### src/rtl/fifo_cdc_pkg.sv
// Shared helpers for the dual-clock FIFO pointer logic (write and read sides).
package fifo_cdc_pkg;

    // Pointer words are carried at this width inside helper functions;
    // callers size-cast the result down to their own pointer width.
    localparam int unsigned ptr_word_width = 32;

    typedef logic [ptr_word_width-1:0] ptr_word_t;

    // FIFO depth D for a given log2 depth.
    function automatic int unsigned fifo_depth(input int unsigned depth_log2);
        return 32'd1 << depth_log2;
    endfunction

    // Pointer width W: one extra bit beyond the address to tell full from empty.
    function automatic int unsigned ptr_width(input int unsigned depth_log2);
        return depth_log2 + 32'd1;
    endfunction

    // Binary to Gray; the argument is zero-extended, so any width up to
    // ptr_word_width works and the caller truncates the result.
    function automatic ptr_word_t bin2gray(input ptr_word_t b);
        return b ^ (b >> 1);
    endfunction

endpackage

### src/rtl/fifo_wptr_full_if.sv
// Write-side bus of the FIFO: producer handshake, RAM write port and the
// Gray pointers exchanged with the read domain.
interface fifo_wptr_full_if
    import fifo_cdc_pkg::*;
#(
    parameter int unsigned depth_log2_p = 4
);
    localparam int unsigned ptr_w = ptr_width(depth_log2_p);

    logic                    valid_i;
    logic                    ready_o;
    logic                    wen_o;
    logic [depth_log2_p-1:0] waddr_o;
    logic [ptr_w-1:0]        wptr_gray_o;
    logic [ptr_w-1:0]        rptr_gray_i;
    logic                    full_o;
    logic [ptr_w-1:0]        free_o;

    // The pointer/full block.
    modport slave (
        input  valid_i,
        input  rptr_gray_i,
        output ready_o,
        output wen_o,
        output waddr_o,
        output wptr_gray_o,
        output full_o,
        output free_o
    );

    // Producer plus read-domain pointer source.
    modport master (
        output valid_i,
        output rptr_gray_i,
        input  ready_o,
        input  wen_o,
        input  waddr_o,
        input  wptr_gray_o,
        input  full_o,
        input  free_o
    );

endinterface

### src/rtl/gray2bin.sv
// Gray to binary converter: each binary bit is the XOR of all Gray bits at or above it.
module gray2bin #(
    parameter int unsigned width_p = 5
) (
    input  logic [width_p-1:0] gray_i,
    output logic [width_p-1:0] bin_o
);

    // Prefix XOR from the MSB down, written as a reduction to avoid a comb self-loop.
    always_comb begin
        bin_o = '0;
        for (int i = 0; i < int'(width_p); i++) begin
            bin_o[i] = ^(gray_i >> i);
        end
    end

endmodule

### src/rtl/fifo_wptr_full.sv
// Write-domain pointer and full-flag logic of the dual-clock FIFO.
// Keeps the binary/Gray write pointers, synchronizes the read Gray pointer
// into clk_i and derives full and free-slot count from registered state only.
module fifo_wptr_full
    import fifo_cdc_pkg::*;
#(
    parameter int unsigned depth_log2_p  = 4,
    parameter int unsigned sync_stages_p = 2
) (
    input logic              clk_i,
    input logic              reset_i,
    fifo_wptr_full_if.slave  wr
);

    localparam int unsigned ptr_w = ptr_width(depth_log2_p);
    localparam int unsigned depth = fifo_depth(depth_log2_p);
    localparam logic [ptr_w-1:0] depth_ptr = ptr_w'(depth);

    logic [ptr_w-1:0] wbin_q;
    logic [ptr_w-1:0] wbin_d;
    logic [ptr_w-1:0] wgray_q;
    logic [ptr_w-1:0] wgray_d;
    logic [ptr_w-1:0] rbin_s;
    logic [ptr_w-1:0] used_s;
    logic [ptr_w-1:0] free_s;
    logic             full_s;
    logic             accept_s;

    // Stage 0 takes the asynchronous input; the last stage feeds the converter.
    logic [sync_stages_p-1:0][ptr_w-1:0] rsync_q;

    gray2bin #(
        .width_p (ptr_w)
    ) u_rptr_g2b (
        .gray_i (rsync_q[sync_stages_p-1]),
        .bin_o  (rbin_s)
    );

    // Occupancy against the synchronized read pointer; a stale read pointer
    // can only make this larger, so full is conservative.
    always_comb begin
        used_s = wbin_q - rbin_s;
        full_s = (used_s == depth_ptr);
        free_s = depth_ptr - used_s;
    end

    // Next pointer values; Gray is taken from the next binary so the output is a pure flop.
    always_comb begin
        accept_s = wr.valid_i & ~full_s;
        wbin_d   = wbin_q + ptr_w'(accept_s);
        wgray_d  = ptr_w'(bin2gray(ptr_word_t'(wbin_d)));
    end

    // Write pointer registers.
    always_ff @(posedge clk_i or posedge reset_i) begin
        if (reset_i) begin
            wbin_q  <= '0;
            wgray_q <= '0;
        end else begin
            wbin_q  <= wbin_d;
            wgray_q <= wgray_d;
        end
    end

    // Read-pointer synchronizer chain.
    always_ff @(posedge clk_i or posedge reset_i) begin
        if (reset_i) begin
            rsync_q <= '0;
        end else begin
            rsync_q <= {rsync_q[sync_stages_p-2:0], wr.rptr_gray_i};
        end
    end

    // Only wen_o sees valid_i combinationally; the rest come from flops.
    always_comb begin
        wr.ready_o     = ~full_s;
        wr.wen_o       = accept_s;
        wr.waddr_o     = wbin_q[depth_log2_p-1:0];
        wr.wptr_gray_o = wgray_q;
        wr.full_o      = full_s;
        wr.free_o      = free_s;
    end

endmodule

### src/flat_wrapper.sv
// flat-port wrapper written by rule: the top's interface ports become plain ports
module fifo_wptr_full_flat import fifo_cdc_pkg::*;
#(
    parameter int unsigned depth_log2_p  = 4,
    parameter int unsigned sync_stages_p = 2
)
  (clk_i, reset_i, wr_valid_i, wr_rptr_gray_i, wr_ready_o, wr_wen_o, wr_waddr_o, wr_wptr_gray_o, wr_full_o, wr_free_o);
  fifo_wptr_full_if #(.depth_log2_p(depth_log2_p)) wr_i ();
  input logic clk_i;
  input logic reset_i;
  input wire logic [$bits(wr_i.valid_i)-1:0] wr_valid_i;
  input wire logic [$bits(wr_i.rptr_gray_i)-1:0] wr_rptr_gray_i;
  output wire logic [$bits(wr_i.ready_o)-1:0] wr_ready_o;
  output wire logic [$bits(wr_i.wen_o)-1:0] wr_wen_o;
  output wire logic [$bits(wr_i.waddr_o)-1:0] wr_waddr_o;
  output wire logic [$bits(wr_i.wptr_gray_o)-1:0] wr_wptr_gray_o;
  output wire logic [$bits(wr_i.full_o)-1:0] wr_full_o;
  output wire logic [$bits(wr_i.free_o)-1:0] wr_free_o;
  assign wr_i.valid_i = wr_valid_i;
  assign wr_i.rptr_gray_i = wr_rptr_gray_i;
  assign wr_ready_o = wr_i.ready_o;
  assign wr_wen_o = wr_i.wen_o;
  assign wr_waddr_o = wr_i.waddr_o;
  assign wr_wptr_gray_o = wr_i.wptr_gray_o;
  assign wr_full_o = wr_i.full_o;
  assign wr_free_o = wr_i.free_o;
  fifo_wptr_full #(.depth_log2_p(depth_log2_p), .sync_stages_p(sync_stages_p)) u_core (.clk_i(clk_i), .reset_i(reset_i), .wr(wr_i));
endmodule
### config.mk
export PLATFORM = sky130hd
export DESIGN_NAME = fifo_wptr_full_flat
export DESIGN_NICKNAME = d
export VERILOG_FILES = /design/src/rtl/fifo_cdc_pkg.sv /design/src/rtl/fifo_wptr_full_if.sv /design/src/rtl/gray2bin.sv /design/src/rtl/fifo_wptr_full.sv /design/src/flat_wrapper.sv
export SDC_FILE = /design/constraint.sdc
export NUM_CORES = 1
export LEC_CHECK = 0
export CAP_MARGIN = 25
export CELL_PAD_IN_SITES_DETAIL_PLACEMENT = 0
export CELL_PAD_IN_SITES_GLOBAL_PLACEMENT = 1
export CORE_UTILIZATION = 36
export DETAILED_ROUTE_END_ITERATION = 7
export HOLD_SLACK_MARGIN = 0.15
export PLACE_DENSITY = 0.76
export SYNTH_ARGS = -nofsm -noshare
export SYNTH_HDL_FRONTEND = slang
export SYNTH_SLANG_ARGS = --single-unit
### constraint.sdc
create_clock -name clk_i -period 3.8 [get_ports clk_i]
set_input_delay 0.38 -clock clk_i [delete_from_list [all_inputs] [get_ports clk_i]]
set_output_delay 0.38 -clock clk_i [all_outputs]
set_load 0.05 [all_outputs]
# Yosys cells after proc, flatten, opt, wreduce, memory -nomap -nowiden

Index checks and enable logic that the tools add are counted.

Add/sub/neg operators: 3
$mul: 0
Div/mod/pow operators: 0
$lt $le $gt $ge: 0
Equality and inequality tests: 1
Shift-type cells: 0
Multiplexer cells: 0
Bitwise logic cells: 3
Reductions and logical operators: 5

Operators with widths:

| kind                | count |
|---|---|
| $reduce_xor 5->1    | 5 |
| $add 5x1->5         | 1 |
| $eq 5x5->1 const B  | 1 |
| $sub 5x5->5         | 1 |
| $sub 5x5->5 const A | 1 |
| $xor 5x4->5         | 1 |
| $and 1x1->1         | 1 |
| $not 1->1           | 1 |

Flip-flop bits (word level): 20
Latch bits: 0
RAM bits: 0
ROM bits: 0
Bits of input ports: 8
Output and inout port bits: 17
Word-level logic and storage cells: 16
Memories: 0

# Logic depth before layout (Yosys ltp)

Gate-level depths: netlist (run 1).

Depth in word-level cells: 7
Depth in mapped cells: 17
Depth with buffers taken out: 17

# Hierarchy

A second synthesis (run 1) with hierarchy kept.

Cell total of the unflattened synthesis: 69
Area, all modules: 922.1 sq um

By module, submodules not included:

| module         | times used | cells an instance | area each (sq um) | sequential area each (sq um) |
|---|---|---|---|---|
| fifo_wptr_full | 1          | 63                | 849.6             | 475.5 |
| gray2bin       | 1          | 6                 | 72.6              | 0.0 |

# Worst setup path after synthesis (run 1)

Ideal clock, no wire load.

Path kind: reg-to-reg
Start point: register u_core.rsync_q[9] (netlist bit)
End point: register u_core.wgray_q[3], in the netlist u_core.wr.wptr_gray_o[3]
Library setup time: 0.131 ns
Data arrival time: 4.181 ns
Required time: 3.669 ns
Setup slack: -0.513 ns
Cell stages (with the launch flop): 17
Buffers on the path: 0
Clock period less this slack: 4.313 ns
Path through: dfrtp_1 -> xnor2_2 -> xor2_2 -> xor2_2 -> xnor2_1 -> ha_1 -> fa_1 -> ha_1 -> nand2_1 -> nor2_1 -> ha_1 -> nor2b_1 -> ha_1 -> ha_1 -> nand3_1 -> xnor2_1 -> xnor2_1

Longest elaborated chain between the ends: 7
Elaborated cells between the ends (all ways): 11
Those cells by class: add/sub: 2; eq/ne: 1; bitwise: 3; reduce/logical: 5

RTL lines:

| element                  | RTL line             | RTL |
|---|---|---|
| start: declaration       | fifo_wptr_full.sv:30 | `logic [sync_stages_p-1:0][ptr_w-1:0] rsync_q;` |
| start signal: assignment | fifo_wptr_full.sv:70 | `rsync_q <= {rsync_q[sync_stages_p-2:0], wr.rptr_gray_i};` |
| $reduce_xor 5->1         | gray2bin.sv:13       | `bin_o[i] = ^(gray_i >> i);` |
| $sub 5x5->5 (*)          | fifo_wptr_full.sv:42 | `used_s = wbin_q - rbin_s;` |
| $eq 5x5->1 (*)           | fifo_wptr_full.sv:43 | `full_s = (used_s == depth_ptr);` |
| net wr_full_o            | flat_wrapper.sv:17   | `output wire logic [$bits(wr_i.full_o)-1:0] wr_full_o;` |
| $not 1->1 (*)            | fifo_wptr_full.sv:49 | `accept_s = wr.valid_i & ~full_s;` |
| $and 1x1->1 (*)          | fifo_wptr_full.sv:49 |  |
| net wr_wen_o             | flat_wrapper.sv:14   | `output wire logic [$bits(wr_i.wen_o)-1:0] wr_wen_o;` |
| $add 5x1->5 (*)          | fifo_wptr_full.sv:50 | `wbin_d = wbin_q + ptr_w'(accept_s);` |
| net u_core.wbin_d[4]     | fifo_wptr_full.sv:20 | `logic [ptr_w-1:0] wbin_d;` |
| $xor 5x4->5 (*)          | fifo_cdc_pkg.sv:23   | `return b ^ (b >> 1);` |
| net u_core.wgray_d[3]    | fifo_wptr_full.sv:22 | `logic [ptr_w-1:0] wgray_d;` |
| end signal: assignment   | fifo_wptr_full.sv:61 | `wgray_q <= wgray_d;` |
| end: declaration         | fifo_wptr_full.sv:21 | `logic [ptr_w-1:0] wgray_q;` |

Mark *: on every way through the listed nets, which the timed path passes. The rest lies on a longest branch.

# Worst setup path in the final report (run 1)

Start point: register u_core.rsync_q[9] (netlist bit)
End point: output wr_free_o[1]

Longest elaborated chain between the ends: 3
Elaborated cells between the ends (all ways): 4
Those cells by class: add/sub: 2; reduce/logical: 2

RTL lines:

| element          | RTL line             | RTL |
|---|---|---|
| $reduce_xor 5->1 | gray2bin.sv:13       |  |
| $sub 5x5->5 (*)  | fifo_wptr_full.sv:42 |  |
| $sub 5x5->5 (*)  | fifo_wptr_full.sv:44 | `free_s = depth_ptr - used_s;` |
| end: declaration | flat_wrapper.sv:18   | `output wire logic [$bits(wr_i.free_o)-1:0] wr_free_o;` |

Mark *: on every way between the ends. The rest lies on a longest branch, timed or not.

==> reports/qor.tcl, run 1 <==
set qor(outcome) {completed}
set qor(yosysMostFrequentCell) {dfrtp_1}
set qor(drive_above_1_share) 0.1290
set qor(post-route-period-util) 0.9554
set qor(vias_per_cell) 4.223
set qor(die_h_um) 50.79
set qor(firstDrtPassIters) 2
set qor(slew_headroom) 0.5496
set qor(instances_no_fill) 121
set qor(timing_hold_violations_final) 0
set qor(maximum_number_of_pins_on_one_net_before_global_route_repair) 20
set qor(number_of_global_route_vias_before_repair) 519
set qor(dpl.hpwl_um) 1035
set qor(post_cts_buffers) 0
set qor(r2r-start) {u_core.rsync_q[9]$_DFF_PP0_}
set qor(seq_area_frac_synth) 0.5547
set qor(cell_type_with_the_highest_aggregate_area_in_the_netlist) {dfrtp_1}
set qor(critical_path.cell_chain) {xnor2_2 -> xor2_2 -> xor2_2 -> xnor2_1 -> ha_1 -> fa_1 -> ha_1 -> clkdlybuf4s50_1}
set qor(yosys_register_bits) 19
set qor(netlist.area_leader.share) 0.5547
set qor(top_post_synthesis_cells_by_count) {dfrtp_1, ha_1, inv_1, xor2_1, xnor2_1}
set qor(antenna_cells_inserted) 0
set qor(cts-root-to-sink-buffers) 2
set qor(die_width_um) 50.79
set qor(wire_per_inst_um) 10.59
set qor(cts_hold_buf) 0
set qor(synth-warning-count) 0
set qor(synth_cells) 65
set qor(cts_tree) {done}
set qor(drt_drc_violations_left) 0
set qor(clk_pin_slew_worst_paths_ns) 0.10
set qor(setup_violations) 0
set qor(worst_ep_arrival_time_ns) 3.25
set qor(setup.worst_path.start) {u_core.rsync_q[9]$_DFF_PP0_}
set qor(final_core_utilization) 0.5193
set qor(grt_setup_unrepaired) {no}
set qor(fmax_mhz) 275.4
set qor(synth_async_sr_flop_share) 1.000
set qor(io_pins) 25
set qor(fill_cells) 214
set qor(dpl.cell_count) 117
set qor(clock-skew-final_ns) 0.005650
set qor(wirelength_um) 1281
set qor(drt_first_iter_violations) 1
set qor(yosys-top-cells-area) {dfrtp_1, ha_1, xor2_1, xnor2_1, xor2_2}
set qor(synthDistinctLibCells) 15
set qor(synthesis.nets) 82
set qor(root_buffer) {clkbuf_4}
set qor(critical_path_peak_fanout) 3
set qor(hp-class) {reg2reg}
set qor(crit_path_top_delay_cell) {clkdlybuf4s50_1}
set qor(timing.critical_path.slowest_cell_delay_ns) 0.79
set qor(place.port_buffers) 24
set qor(die-area_um2) 2580
set qor(syn-cell-area_um2) 857.1
set qor(grt_util_all_layers) 0.1164
set qor(core-area_um2) 2233
set qor(dr_total_vias) 511
set qor(grt_pass1_wl_um) 2180
set qor(syn-mean-instance-area_um2) 13.19
set qor(layout-area-overhead-vs-synth_pct) 35.33
set qor(std_cell_rows) 17
set qor(globalRouteOverflowTotal) 0
set qor(min_from) {u_core.rsync_q[3]$_DFF_PP0_}
set qor(design.final.nets) 111
set qor(worstPathRequired_ns) 3.42
set qor(max_cap_violations) 0
set qor(setup_total_negative_slack_ns) 0
set qor(routabilityCongestion) 0.7026
set qor(antenna_violations_before_repair) 0
set qor(setup_ws_ns) 0.1695
set qor(report.final.slew_viol_count) 0
set qor(timing.critical_path.from_type) {register}
set qor(end_kind) {primary output}
set qor(clock_sinks) 19
set qor(worst_slew_pin_slew_ns) 0.6749
set qor(timing.setup.critical_path_class) {reg2out}
set qor(tritoncts.num_buffers) 3
set qor(clock_tree.htree_level_count) 1
set qor(synth_flop_cell) {dfrtp_1}
set qor(preCtsSetupSlack_ns) 0.2489
set qor(final_critical_period_ns) 3.631
set qor(synth_edf_count) 0
set qor(initial_core_util) 0.3838
set qor(clk-insertion-delay-late_ns) 0.28
set qor(drt.antenna.violating_nets) 0
worst max-delay path, delay by kind of cell (launching register included):
family                     cells  cell delay (ns)
adders and majority gates      3             0.93
buffers and inverters          1             0.79
xor gates and xnor gates       4             0.81
DFF                            1             0.43
kinds of logic (layout without fill, tap and decap cells):
kind of cell             after synthesis  in the layout  share of synthesized area
flip-flops                            19             19                     0.5547
XOR/XNOR                              17             17                     0.2000
adder cells (fa/ha/maj)                9              9                     0.1402
AND/OR/NAND/NOR                        9              9                    0.04963
buffers and inverters                  8             36                    0.03504
AO/OA/AOI/OAI                          3              3                    0.02044
worst paths after layout:
path	endpoint	slack (ns)	cells past startpoint
worst min register to register	u_core.rsync_q[8]$_DFF_PP0_	0.36	0
worst max register to register	u_core.wr.wptr_gray_o[3]$_DFF_PP0_	0.30	16
min in group asynchronous	u_core.wbin_q[4]$_DFF_PP0_	0.48	2
max in group asynchronous	u_core.rsync_q[4]$_DFF_PP0_	2.89	2
worst min-delay path	u_core.rsync_q[8]$_DFF_PP0_	0.36	0
worst max-delay path	wr_free_o[1]	0.17	8
state kept, by name (all words and copies together), names as in the netlist:
name                   cells
u_core.wr.wptr_gray_o      4
u_core.wbin_q              5
u_core.rsync_q            10
stage by stage:
| stage | instance area (um^2) | hold WS [ns] |
|---|---|---|
| 2_1_floorplan | 867.1 | 0.3311 |
| 3_3_place_gp | 1132 | 0.3326 |
| 3_5_place_dp | 1132 | 0.3347 |
| 4_1_cts | 1157 | 0.3577 |
| 5_1_grt | 1160 | 0.3670 |
| 6_report | 1160 | 0.3550 |
final cells by class:
class	count	area, um^2	share of cell area
Sequential cell	19	475.5	0.4099
Multi-Input combinational cell	38	361.6	0.3118
Timing Repair Buffer	24	231.5	0.1996
Tap cell	28	35.03	0.03021
Inverter	8	30.03	0.02589
Clock buffer	4	26.28	0.02265
routing by layer:
| layer | part of all wire | wire length (um) | vias up | GRT usage |
|---|---|---|---|---|
| li1 | - | - | 257 | - |
| met1 | 0.44 | 562 | 234 | 0.1412 |
| met2 | 0.50 | 638 | 20 | 0.1956 |
| met3 | 0.062 | 80 | 0 | 0.02424 |
| met4 | 0 | 0 | 0 | 0.05556 |
| met5 | 0 | 0 | - | 0 |
what timing repair did:
action	CTS	global route
pin swaps	0	0
resized for setup	1	1
endpoints found under the setup margin	1	1
cells in the final DEF (no fill, tap or decap), drive strengths merged, types with 2 or more instances in the layout:
| cell type | instances |
|---|---|
| xnor2 | 7 |
| nand3 | 3 |
| inv | 8 |
| clkbuf | 4 |
| clkdlybuf4s50 | 18 |
| xor2 | 10 |
| dfrtp | 19 |
| ha | 8 |
| buf | 4 |
| a21oi | 2 |
| nor2 | 3 |
Power of run 1 is left out: the tool's default activity adds up to more than one toggle a clock period on the data nets, which glitch-free logic cannot reach.
==> inputs of run 2 (changes only) <==
==> constraint.sdc (replaced) <==
create_clock -name clk_i -period 3.8 [get_ports clk_i]
set_input_delay 0.38 -clock clk_i [delete_from_list [all_inputs] [get_ports clk_i]]
set_output_delay 0.38 -clock clk_i [all_outputs]
set_load 0.005 [all_outputs]
==> reports/qor.tcl, run 2 (same netlist as run 1, synthesis figures left out) <==
set qor(outcome) {completed}
set qor(worst_ep_arrival_time_ns) 3.26
set qor(clock_tree.htree_level_count) 1
set qor(worst_slew_pin_slew_ns) 0.6819
set qor(timing.critical_path.slowest_cell_delay_ns) 0.50
set qor(instances_no_fill) 127
set qor(final_critical_period_ns) 3.645
set qor(uppermost_signal_routing_layer_after_detailed_routing) {met4}
set qor(largest-register) {u_core.rsync_q}
set qor(cts_tree) {done}
set qor(timing.setup.critical_path_class) {reg2out}
set qor(grt_pass1_wl_um) 2145
set qor(critical_path.cell_chain) {xnor2_2 -> xor2_2 -> xor2_2 -> xnor2_1 -> ha_2 -> fa_1 -> ha_2 -> nand2_1 -> nor2_1 -> ha_2 -> nor2b_2 -> clkdlybuf4s50_1}
set qor(reg2reg_setup_slack_ns) 0.22
set qor(largest_register_ff_count) 10
set qor(p_sw_uw) 377.9
set qor(fmax_mhz) 274.4
set qor(final_core_utilization) 0.5440
set qor(setup_ws_ns) 0.1553
set qor(power.share.sequential) 0.273
set qor(root_buffer) {clkbuf_4}
set qor(std_cell_rows) 17
set qor(leading_cell_type_in_the_layout_fill_and_taps_excluded) {clkdlybuf4s50_1}
set qor(slew_headroom) 0.5449
set qor(hp-class) {reg2reg}
set qor(dr_total_vias) 539
set qor(maximum_number_of_pins_on_one_net_before_global_route_repair) 20
set qor(design_power_total_mw) 1.124
set qor(layout_common_cells) {clkdlybuf4s50_1, dfrtp_1, inv_1, xor2_1}
set qor(wirelength_um) 1336
set qor(drive_above_1_share) 0.1717
set qor(setup_violations) 0
set qor(clk-insertion-delay-late_ns) 0.28
set qor(globalRouteOverflowTotal) 0
set qor(static-leakage-power_nw) 0.5599
set qor(worstPathRequired_ns) 3.42
set qor(crit_path_top_delay_cell) {clkdlybuf4s50_1}
set qor(critical_path_peak_fanout) 3
set qor(design.final.nets) 117
set qor(cts-root-to-sink-buffers) 2
set qor(drt_first_iter_violations) 5
set qor(clk_pin_slew_worst_paths_ns) 0.10
set qor(routabilityCongestion) 0.6666
set qor(number_of_global_route_vias_before_repair) 501
set qor(die_width_um) 50.79
set qor(share_comb_of_total_power) 0.641
set qor(post-route-period-util) 0.9591
set qor(wire_per_inst_um) 10.52
set qor(initial_core_util) 0.3838
set qor(fill_cells) 206
set qor(io_pins) 25
set qor(wl_met1_um) 637
set qor(clock_power_share) 0.086
set qor(dpl.hpwl_um) 1024
set qor(clock_sinks) 19
set qor(tritoncts.num_buffers) 3
set qor(firstDrtPassIters) 3
set qor(timing.critical_path.from_type) {register}
set qor(dpl.cell_count) 117
set qor(die_h_um) 50.79
set qor(core-area_um2) 2233
set qor(max_cap_violations) 0
set qor(layout-area-overhead-vs-synth_pct) 41.75
set qor(drt.antenna.violating_nets) 0
set qor(antenna_violations_before_repair) 0
set qor(timing_hold_violations_final) 0
set qor(report.final.slew_viol_count) 0
set qor(ir_worst_vdd_uv) 535.1
set qor(grt_util_all_layers) 0.1188
set qor(detailroute.wirelength.met2_um) 609
set qor(place.port_buffers) 24
set qor(switching_share) 0.3360
set qor(antenna_cells_inserted) 0
set qor(clock-skew-final_ns) 0.001535
set qor(drt_drc_violations_left) 0
set qor(met3_length_um) 75
set qor(end_kind) {primary output}
set qor(cpMostUsedCell) {ha_2}
set qor(die-area_um2) 2580
set qor(cellInternalPower_uw) 746.6
set qor(preCtsSetupSlack_ns) 0.2069
set qor(total_power_density_per_cell_area_nw_per_um2) 925.5
set qor(vias_per_cell) 4.244
run 2: power groups by stage:
stage	Sequential (mW)	Combinational (mW)	Clock (mW)
final	0.307	0.721	0.0965
after global routing	0.315	0.797	0.111
after CTS	0.309	0.709	0.102
after detailed placement	0.313	0.698	0
after global placement	0.310	0.689	0
after floorplan	0.309	0.346	0
run 2: timing repair:
action / 4_1_cts / 5_1_grt
resized for setup: 0 / 4
pin swaps: 3 / 4
endpoints found under the setup margin: 1 / 6
buffers inserted: 2 / 4
hold buffers: 0 / 0
hold endpoints to repair: 0 / 0
run 2: routing by layer:
layer  vias to the layer above  track usage
met2                        20       0.1844
met5                         -            0
met4                         0      0.06944
met1                       247       0.1487
met3                         2      0.03030
li1                        270            -
run 2: cell type report:
type	count	area (um^2)	share of cell area
Multi-Input combinational cell	38	361.6	0.2976
Sequential cell	19	475.5	0.3913
Timing Repair Buffer	30	285.3	0.2348
Clock buffer	3	22.52	0.01854
Clock inverter	1	5.005	0.004119
Inverter	8	30.03	0.02472
Tap cell	28	35.03	0.02884
run 2: final timing paths:
path                                                  start                                 end  cells after the start
max in group asynchronous                           reset_i          u_core.wbin_q[1]$_DFF_PP0_                      2
min in group asynchronous                           reset_i         u_core.rsync_q[2]$_DFF_PP0_                      2
worst max-delay path            u_core.rsync_q[9]$_DFF_PP0_                            wr_wen_o                     12
worst min register to register  u_core.rsync_q[3]$_DFF_PP0_         u_core.rsync_q[8]$_DFF_PP0_                      0
worst max register to register  u_core.rsync_q[9]$_DFF_PP0_  u_core.wr.wptr_gray_o[1]$_DFF_PP0_                     16
worst min-delay path            u_core.rsync_q[3]$_DFF_PP0_         u_core.rsync_q[8]$_DFF_PP0_                      0
run 2: critical path, delay by kind of cell, from the launching register on:
kind / cells / cell delay [ns]
xor+xnor: 4 / 0.79
fa+ha+maj: 4 / 1.03
buf+inv: 1 / 0.50
flops: 1 / 0.42
simple gates: 3 / 0.22
run 2: stage by stage:
| stage | area [um^2] | hold slack (ns) | setup TNS, ns |
|---|---|---|---|
| 3_3_place_gp | 1132 | 0.3325 | 0 |
| 2_1_floorplan | 857.1 | 0.3311 | 0 |
| 5_1_grt | 1215 | 0.3705 | -0.02170 |
| 3_5_place_dp | 1132 | 0.3373 | 0 |
| 6_report | 1215 | 0.3583 | 0 |
| 4_1_cts | 1175 | 0.3621 | 0 |
Power figures use the tool's default switching activity.
